===== src/rtl/booth_mult_seq.sv =====
`default_nettype none
// ============================================================================
// Module   : booth_mult_seq
// Brief    : Sequential radix-2 Booth multiplier, signed or unsigned per op,
//            with a start/busy/done handshake and a held registered product.
// Revision : 1.0 - initial release
// ============================================================================
module booth_mult_seq #(
  parameter int W     = 6,
  parameter int CNT_W = $clog2(W+2)
) (
  input  logic           clk,
  input  logic           rst_n,
  input  logic           start,
  input  logic           signed_op,
  input  logic [W-1:0]   x,
  input  logic [W-1:0]   y,
  output logic           busy,
  output logic           done,
  output logic [2*W-1:0] product
);

  localparam logic [1:0] c_st_idle = 2'd0;
  localparam logic [1:0] c_st_calc = 2'd1;
  localparam logic [1:0] c_st_done = 2'd2;

  localparam logic [CNT_W-1:0] c_count_init = CNT_W'(W+1);
  localparam logic [CNT_W-1:0] c_count_one  = CNT_W'(1);

  logic [1:0]       r_state;
  logic [W+1:0]     r_a;
  logic [W+1:0]     r_m;
  logic [W:0]       r_q;
  logic             r_q1;
  logic [CNT_W-1:0] r_count;
  logic [2*W-1:0]   r_product;

  logic [W:0]       w_x_ext;
  logic [W+1:0]     w_y_ext;
  logic [W+1:0]     w_sum;
  logic [W+1:0]     w_a_next;
  logic [W:0]       w_q_next;
  logic             w_q1_next;
  logic [2*W-1:0]   w_product_next;

  // One extra bit on Q and two on M/A keep the most negative signed value and
  // the all-ones unsigned value representable, so the product is always exact.
  assign w_x_ext = {signed_op & x[W-1], x};
  assign w_y_ext = {{2{signed_op & y[W-1]}}, y};

  always_comb begin
    w_sum = r_a;
    case ({r_q[0], r_q1})
      2'b01:   w_sum = r_a + r_m;
      2'b10:   w_sum = r_a - r_m;
      default: w_sum = r_a;
    endcase
  end

  assign w_a_next       = {w_sum[W+1], w_sum[W+1:1]};
  assign w_q_next       = {w_sum[0], r_q[W:1]};
  assign w_q1_next      = r_q[0];
  assign w_product_next = {w_a_next[W-2:0], w_q_next};

  always_ff @(posedge clk) begin
    if (!rst_n) begin
      r_state   <= c_st_idle;
      r_a       <= '0;
      r_m       <= '0;
      r_q       <= '0;
      r_q1      <= 1'b0;
      r_count   <= '0;
      r_product <= '0;
    end else begin
      case (r_state)
        c_st_idle: begin
          if (start) begin
            r_a     <= '0;
            r_m     <= w_y_ext;
            r_q     <= w_x_ext;
            r_q1    <= 1'b0;
            r_count <= c_count_init;
            r_state <= c_st_calc;
          end
        end
        c_st_calc: begin
          r_a     <= w_a_next;
          r_q     <= w_q_next;
          r_q1    <= w_q1_next;
          r_count <= r_count - c_count_one;
          if (r_count == c_count_one) begin
            r_product <= w_product_next;
            r_state   <= c_st_done;
          end
        end
        c_st_done: begin
          r_state <= c_st_idle;
        end
        default: begin
          r_state <= c_st_idle;
        end
      endcase
    end
  end

  assign busy    = (r_state == c_st_calc);
  assign done    = (r_state == c_st_done);
  assign product = r_product;

endmodule
`default_nettype wire


===== config.mk =====
export PLATFORM = sky130hd
export DESIGN_NAME = booth_mult_seq
export DESIGN_NICKNAME = d
export VERILOG_FILES = /design/src/rtl/booth_mult_seq.sv
export SDC_FILE = /design/constraint.sdc
export NUM_CORES = 1
export LEC_CHECK = 0
export ABC_AREA = 1
export CAP_MARGIN = 5
export CORE_UTILIZATION = 54
export DETAILED_ROUTE_END_ITERATION = 12
export GPL_ROUTABILITY_DRIVEN = 0
export HOLD_SLACK_MARGIN = 0.03
export PLACE_DENSITY = 0.79
export SYNTH_ARGS = -nofsm -noshare
export SYNTH_HDL_FRONTEND = slang
export SYNTH_SLANG_ARGS = --single-unit

===== constraint.sdc =====
create_clock -name clk -period 2.7 [get_ports clk]
set_input_delay 0.675 -clock clk [delete_from_list [all_inputs] [get_ports clk]]
set_output_delay 0.675 -clock clk [all_outputs]
set_load 0.02 [all_outputs]

== Yosys cells after proc, flatten, opt, wreduce, memory -nomap -nowiden ==
Cells that the tools add are included.

* Register bits after elaboration: 40
* Bits of input ports: 16
* Output and inout port bits: 14
* Word-level logic and storage cells: 37

* Add/subtract/negate cells: 3
* Equal/unequal tests: 7
* Mux-type cells: 12
* Bitwise operators: 2
* Reductions and logical operators: 6

{| class="wikitable"
|+ Operator list
! operator !! count
|-
| $pmux W8 S2 || 2
|-
| $pmux W7 S2 || 1
|-
| $add A8 B8 Y8 || 1
|-
| $mux W8 || 1
|-
| $reduce_and A2 Y1 || 4
|-
| $sub A8 B8 Y8 || 1
|-
| $mux W7 || 1
|-
| $pmux W3 S2 || 1
|-
| $eq A2 B1 Y1 const B || 2
|-
| $eq A2 B2 Y1 const B || 2
|-
| $mux W2 || 2
|-
| $pmux W2 S2 || 1
|-
| $eq A3 B1 Y1 const B || 1
|-
| $mux W3 || 1
|-
| $sub A3 B1 Y3 const B || 1
|-
| $and A1 B1 Y1 || 2
|-
| $logic_not A2 Y1 || 1
|-
| $ne A2 B1 Y1 const B || 1
|-
| $ne A2 B2 Y1 const B || 1
|-
| $pmux W1 S2 || 1
|-
| $reduce_bool A2 Y1 || 1
|-
| $mux W1 || 1
|}

== Logic depth before layout (Yosys ltp) ==
Gate-level depths: netlist of the first run.

* Word-level depth: 3
* Mapped depth: 17
* Depth with buffers taken out: 17

== Least setup slack after synthesis of the first run ==
No wires, ideal clock.

* Path type: reg2reg
* From: register r_q1
* To: register r_a[5]
* Setup time: 132 ps
* Data arrival time: 2023 ps
* Required time: 2568 ps
* Slack: 544 ps
* Stages on the path, launching flop included: 15
* Buffers on the path: 1
* Period minus slack after synthesis: 2156 ps
* Path through: dfxtp_1 -> inv_1 -> ha_1 -> clkbuf_1 -> a31oi_1 -> xor2_1 -> inv_1 -> ha_1 -> nand2_1 -> inv_1 -> nand4_1 -> o211ai_1 -> or2_2 -> nand3_1 -> a21oi_1

* Longest elaborated chain between the ends: 3
* Elaborated cells between the ends (all ways): 4
* Classes of those cells: eq/ne: 2; mux: 2

{| class="wikitable"
|+ Ends and longest elaborated chain
! item !! line !! RTL
|-
| start, declared || 34 || <nowiki>logic r_q1;</nowiki>
|-
| start signal, assigned || 89 || <nowiki>r_q1 <= w_q1_next;</nowiki>
|-
| $eq A2 B2 Y1 or $eq A2 B1 Y1 (tied branches) || 53 || <nowiki>case ({r_q[0], r_q1})</nowiki>
|-
| $pmux W8 S2 (*) || 53 ||
|-
| $pmux W8 S2 (*) || 75 || <nowiki>case (r_state)</nowiki>
|-
| end signal, assigned || 87 || <nowiki>r_a <= w_a_next;</nowiki>
|-
| end, declared || 31 || <nowiki>logic [W+1:0] r_a;</nowiki>
|}

Every way passes the cells marked *; elsewhere a longest branch is shown, timed or not.
A chain may end at the register's enable or synchronous reset.

== Worst setup path in the final report of the first run ==
* From: register r_state[0]
* To: output port busy

* Longest elaborated chain between the ends: 1

{| class="wikitable"
|+ Ends and longest elaborated chain
! item !! line !! RTL
|-
| start, declared || 30 || <nowiki>logic [1:0] r_state;</nowiki>
|-
| start signal, assigned || 67 || <nowiki>r_state <= c_st_idle;</nowiki>
|-
| start signal, assigned || 83 || <nowiki>r_state <= c_st_calc;</nowiki>
|-
| start signal, assigned || 93 || <nowiki>r_state <= c_st_done;</nowiki>
|-
| $eq A2 B1 Y1 || 106 || <nowiki>assign busy = (r_state == c_st_calc);</nowiki>
|-
| end, declared || 18 || <nowiki>output logic busy,</nowiki>
|}

No other way between the ends.

==> results.ini, run 1 <==
[status]
run_status=finished clean

[critical_path]
cpLargestDelayFamily=buffers and inverters
crit_type=register to primary output
worstPathArrival_ns=1.73
cp_max_fo=17
crit_path_cell_trace=inv_2 > nor2_8 > clkdlybuf4s50_1
required_ns=2.03
critical_path.n_buffers_inverters=2
critical_path_slowest_stage_cell=clkdlybuf4s50_1
critical_path.startpoint_type=register
setup.worst_path.end_class=primary output
max_stage_delay_ns=0.67

[place]
port_buffers=29
preCtsSetupSlack_ns=0.4162
place.detailed.hpwl_um=3262

[detailed_routing]
drt.antenna.violating_nets=0
routed_len_inst_um=12.36
drtPass1Iterations=4
via_per_inst=5.213
detail_route.drc_violations=0
vias=1861
totalWireLength_um=4412
drt_first_iter_violations=81

[clock_network]
worstSkewPairLatency_ns=0.29
cts_htree_levels=2
cts.hold.buffers_added=0
cts.sinks=39
cts-resized-gates=0
tritoncts_buffers=5
tritoncts=built
clk_pin_slew_ns=0.07
post-cts-setup-buffers=0
cts_root_buf=clkbuf_8
clock_tree.buffer_depth=2

[logic_synthesis]
synth.distinct_cells=33
synth_ff_type=dfxtp_1
avgSynthCellArea_um2=7.587
syn-num-nets=309
syn-cell-area_um2=2132
yosysSeqAreaShare=0.3662
synth_seq_cells=39
synth_edf_count=0
syn-instance-count=281
yosys_warnings=0
share_of_synthesized_flip_flops_with_an_asynchronous_set_or_reset=0

[global_route]
grt_first_pass_wirelength_um=7783
grt_usage=0.2414
number_of_antenna_violations_at_the_first_check_in_global_routing=0
grt_pass1_vias=1737
grt_max_degree=25
global_route_congestion_overflow_total=0

[finish]
drive_gt1_frac=0.08738
synthToLayoutAreaGrowth_pct=18.37
post-route-util=0.6791
diodes_inserted=0
final_net_count=336

[die]
chipWidth_um=64.84
die_y_um=64.84
io-pin-count=30
start_util=0.5737
fp-row-count=22
design.core.area_um2=3716
die-area_um2=4204

[sta]
worstMarginPinSlew_ns=0.6428
grt_setup_unrepaired=no
worst_slew_margin_rel=0.5710
worst_setup_slack_final_ns=0.2959
max_clock_freq_mhz=416.0
setup-violations-final=0
timing.final.hold_violations=0
total_negative_slack_ns=0
timing_max_transition_violations_final=0
min_period_ns=2.404
post_route_clock_skew_ns=0.004289
part_of_the_cycle_the_worst_path_needs=0.8904

[pwr]
power_per_cell_area_nw_per_um2=602.6
vdd_drop_max_mv=0.5181
p_leak_nw=1.123

[job]
max-cap-violations=0

[worst_hold_path]
min_path_type=register to register

## routing by layer
metal  global-route usage  share of wire  routed length (um)  vias to the layer above
met5                    0              0                   0                        -
met1               0.3152           0.48                2123                      832
met4              0.09167         0.0091                  40                        0
met3              0.04401          0.041                 183                        5
met2               0.3919           0.47                2064                       41
li1                     -              -                   -                      983
## Yosys cell counts, types with 2 or more instances
master    instances  area [um2]
clkbuf_1          4       15.01
inv_4             3       18.77
nand4_1           3       18.77
nor3_1            6       30.03
xor2_1            5       43.79
o21ai_2           4       35.03
o21ai_0          18       90.09
nand3_1          19       95.09
a31oi_1           2       12.51
ha_1             11       137.6
a221oi_1          2       17.52
a22oi_1           2       15.01
xnor2_1           2       17.52
buf_2             2       10.01
o221ai_1          5       43.79
buf_6             3       33.78
inv_1            34       127.6
nand2_1          56       210.2
nor2_8            3       60.06
nor2_1           19       71.32
inv_2             3       11.26
dfxtp_1          39       780.8
a21oi_1          24       120.1
nor2_4            3       33.78
## through the flow
| stage | area (um2) | hold WS (ns) | power (W) | instances |
|---|---|---|---|---|
| 2_1_floorplan | 2132 | 0.4351 | 0.0009964 | 281 |
| 3_3_place_gp | 2424 | 0.4516 | 0.001090 | 349 |
| 3_5_place_dp | 2424 | 0.4593 | 0.001097 | 349 |
| 4_1_cts | 2524 | 0.4695 | 0.001531 | 357 |
| 5_1_grt | 2524 | 0.4740 | 0.001616 | 357 |
| 6_report | 2524 | 0.4667 | 0.001521 | 357 |
## cells by family after synthesis
kind of cell / synth area share
buffers and inverters: 0.1050
DFF: 0.3662
xor gates and xnor gates: 0.02876
and+or+nand+nor: 0.2547
adders and majority gates: 0.07394
AOI/OAI and AO/OA: 0.1714
## power breakdown
part / internal, W / leakage, nW / switching, W / total [W]
Combinational: 0.000174 / 0.753 / 0.000272 / 0.000446
Sequential: 0.000615 / 0.319 / 0.0000286 / 0.000643
Clock: 0.000233 / 0.0515 / 0.000199 / 0.000432
Total: 0.00102 / 1.12 / 0.000499 / 0.00152
## final cells by class
type	instances	area (um2)
well taps	48	60.06
fillers	325	1192
repair buffers	30	297.8
clock buffers	8	100.1
flip-flops and latches	39	780.7
multi-input cells	192	1127
inverters	40	157.7
## worst paths after layout
check	to	from	slack (ns)	cells past startpoint
worst min-delay path	r_q1	r_q1	0.47	2
worst max register to register	r_a[3]	r_q1	0.36	12
worst min register to register	r_q1	r_q1	0.47	2
worst max-delay path	busy	r_state[0]	0.30	3
## state kept, by name (all words and copies together) (netlist names)
signal / count
product: 12
r_count: 3
r_state: 2
r_q1: 1
r_a: 7
r_m: 7
r_q: 7
## layout by cell type (no fill, tap or decap), types with 3 or more instances in the layout
| master | count |
|---|---|
| inv_2 | 3 |
| inv_1 | 34 |
| a21oi_1 | 24 |
| nor2_4 | 3 |
| o221ai_1 | 5 |
| o21ai_2 | 4 |
| nand3_1 | 19 |
| nor2_1 | 19 |
| clkdlybuf4s50_1 | 29 |
| dfxtp_1 | 39 |
| clkbuf_8 | 7 |
| nor3_1 | 6 |
| o21ai_0 | 18 |
| nand2_1 | 56 |
| nor2_8 | 3 |
| inv_4 | 3 |
| ha_1 | 11 |
| nand4_1 | 3 |
| xor2_1 | 5 |
## worst register-to-register path: stages, from the launching register on
cell	delay, ns
dfxtp_1	0.33
inv_1	0.04
ha_1	0.27
nor2_1	0.18
xor2_1	0.20
inv_1	0.07
ha_1	0.35
a21oi_1	0.22
nand2_1	0.09
xnor2_1	0.13
o21ai_0	0.21
nand2_1	0.07
a21oi_1	0.11
No activity file was read; power rests on OpenSTA's default activity.
==> run 2: changes to the inputs <==
CTS_CLUSTER_DIAMETER = 40   (was unset)
TNS_END_PERCENT = 20   (was unset)
==> results of run 2 <==
Same layout as run 1: the final DEF is identical, and so are final timing and power.
==> run 3: changes to the inputs <==
HOLD_SLACK_MARGIN = 0.05   (was 0.03)
==> results of run 3 <==
Same layout as run 1: the final DEF is identical, and so are final timing and power.
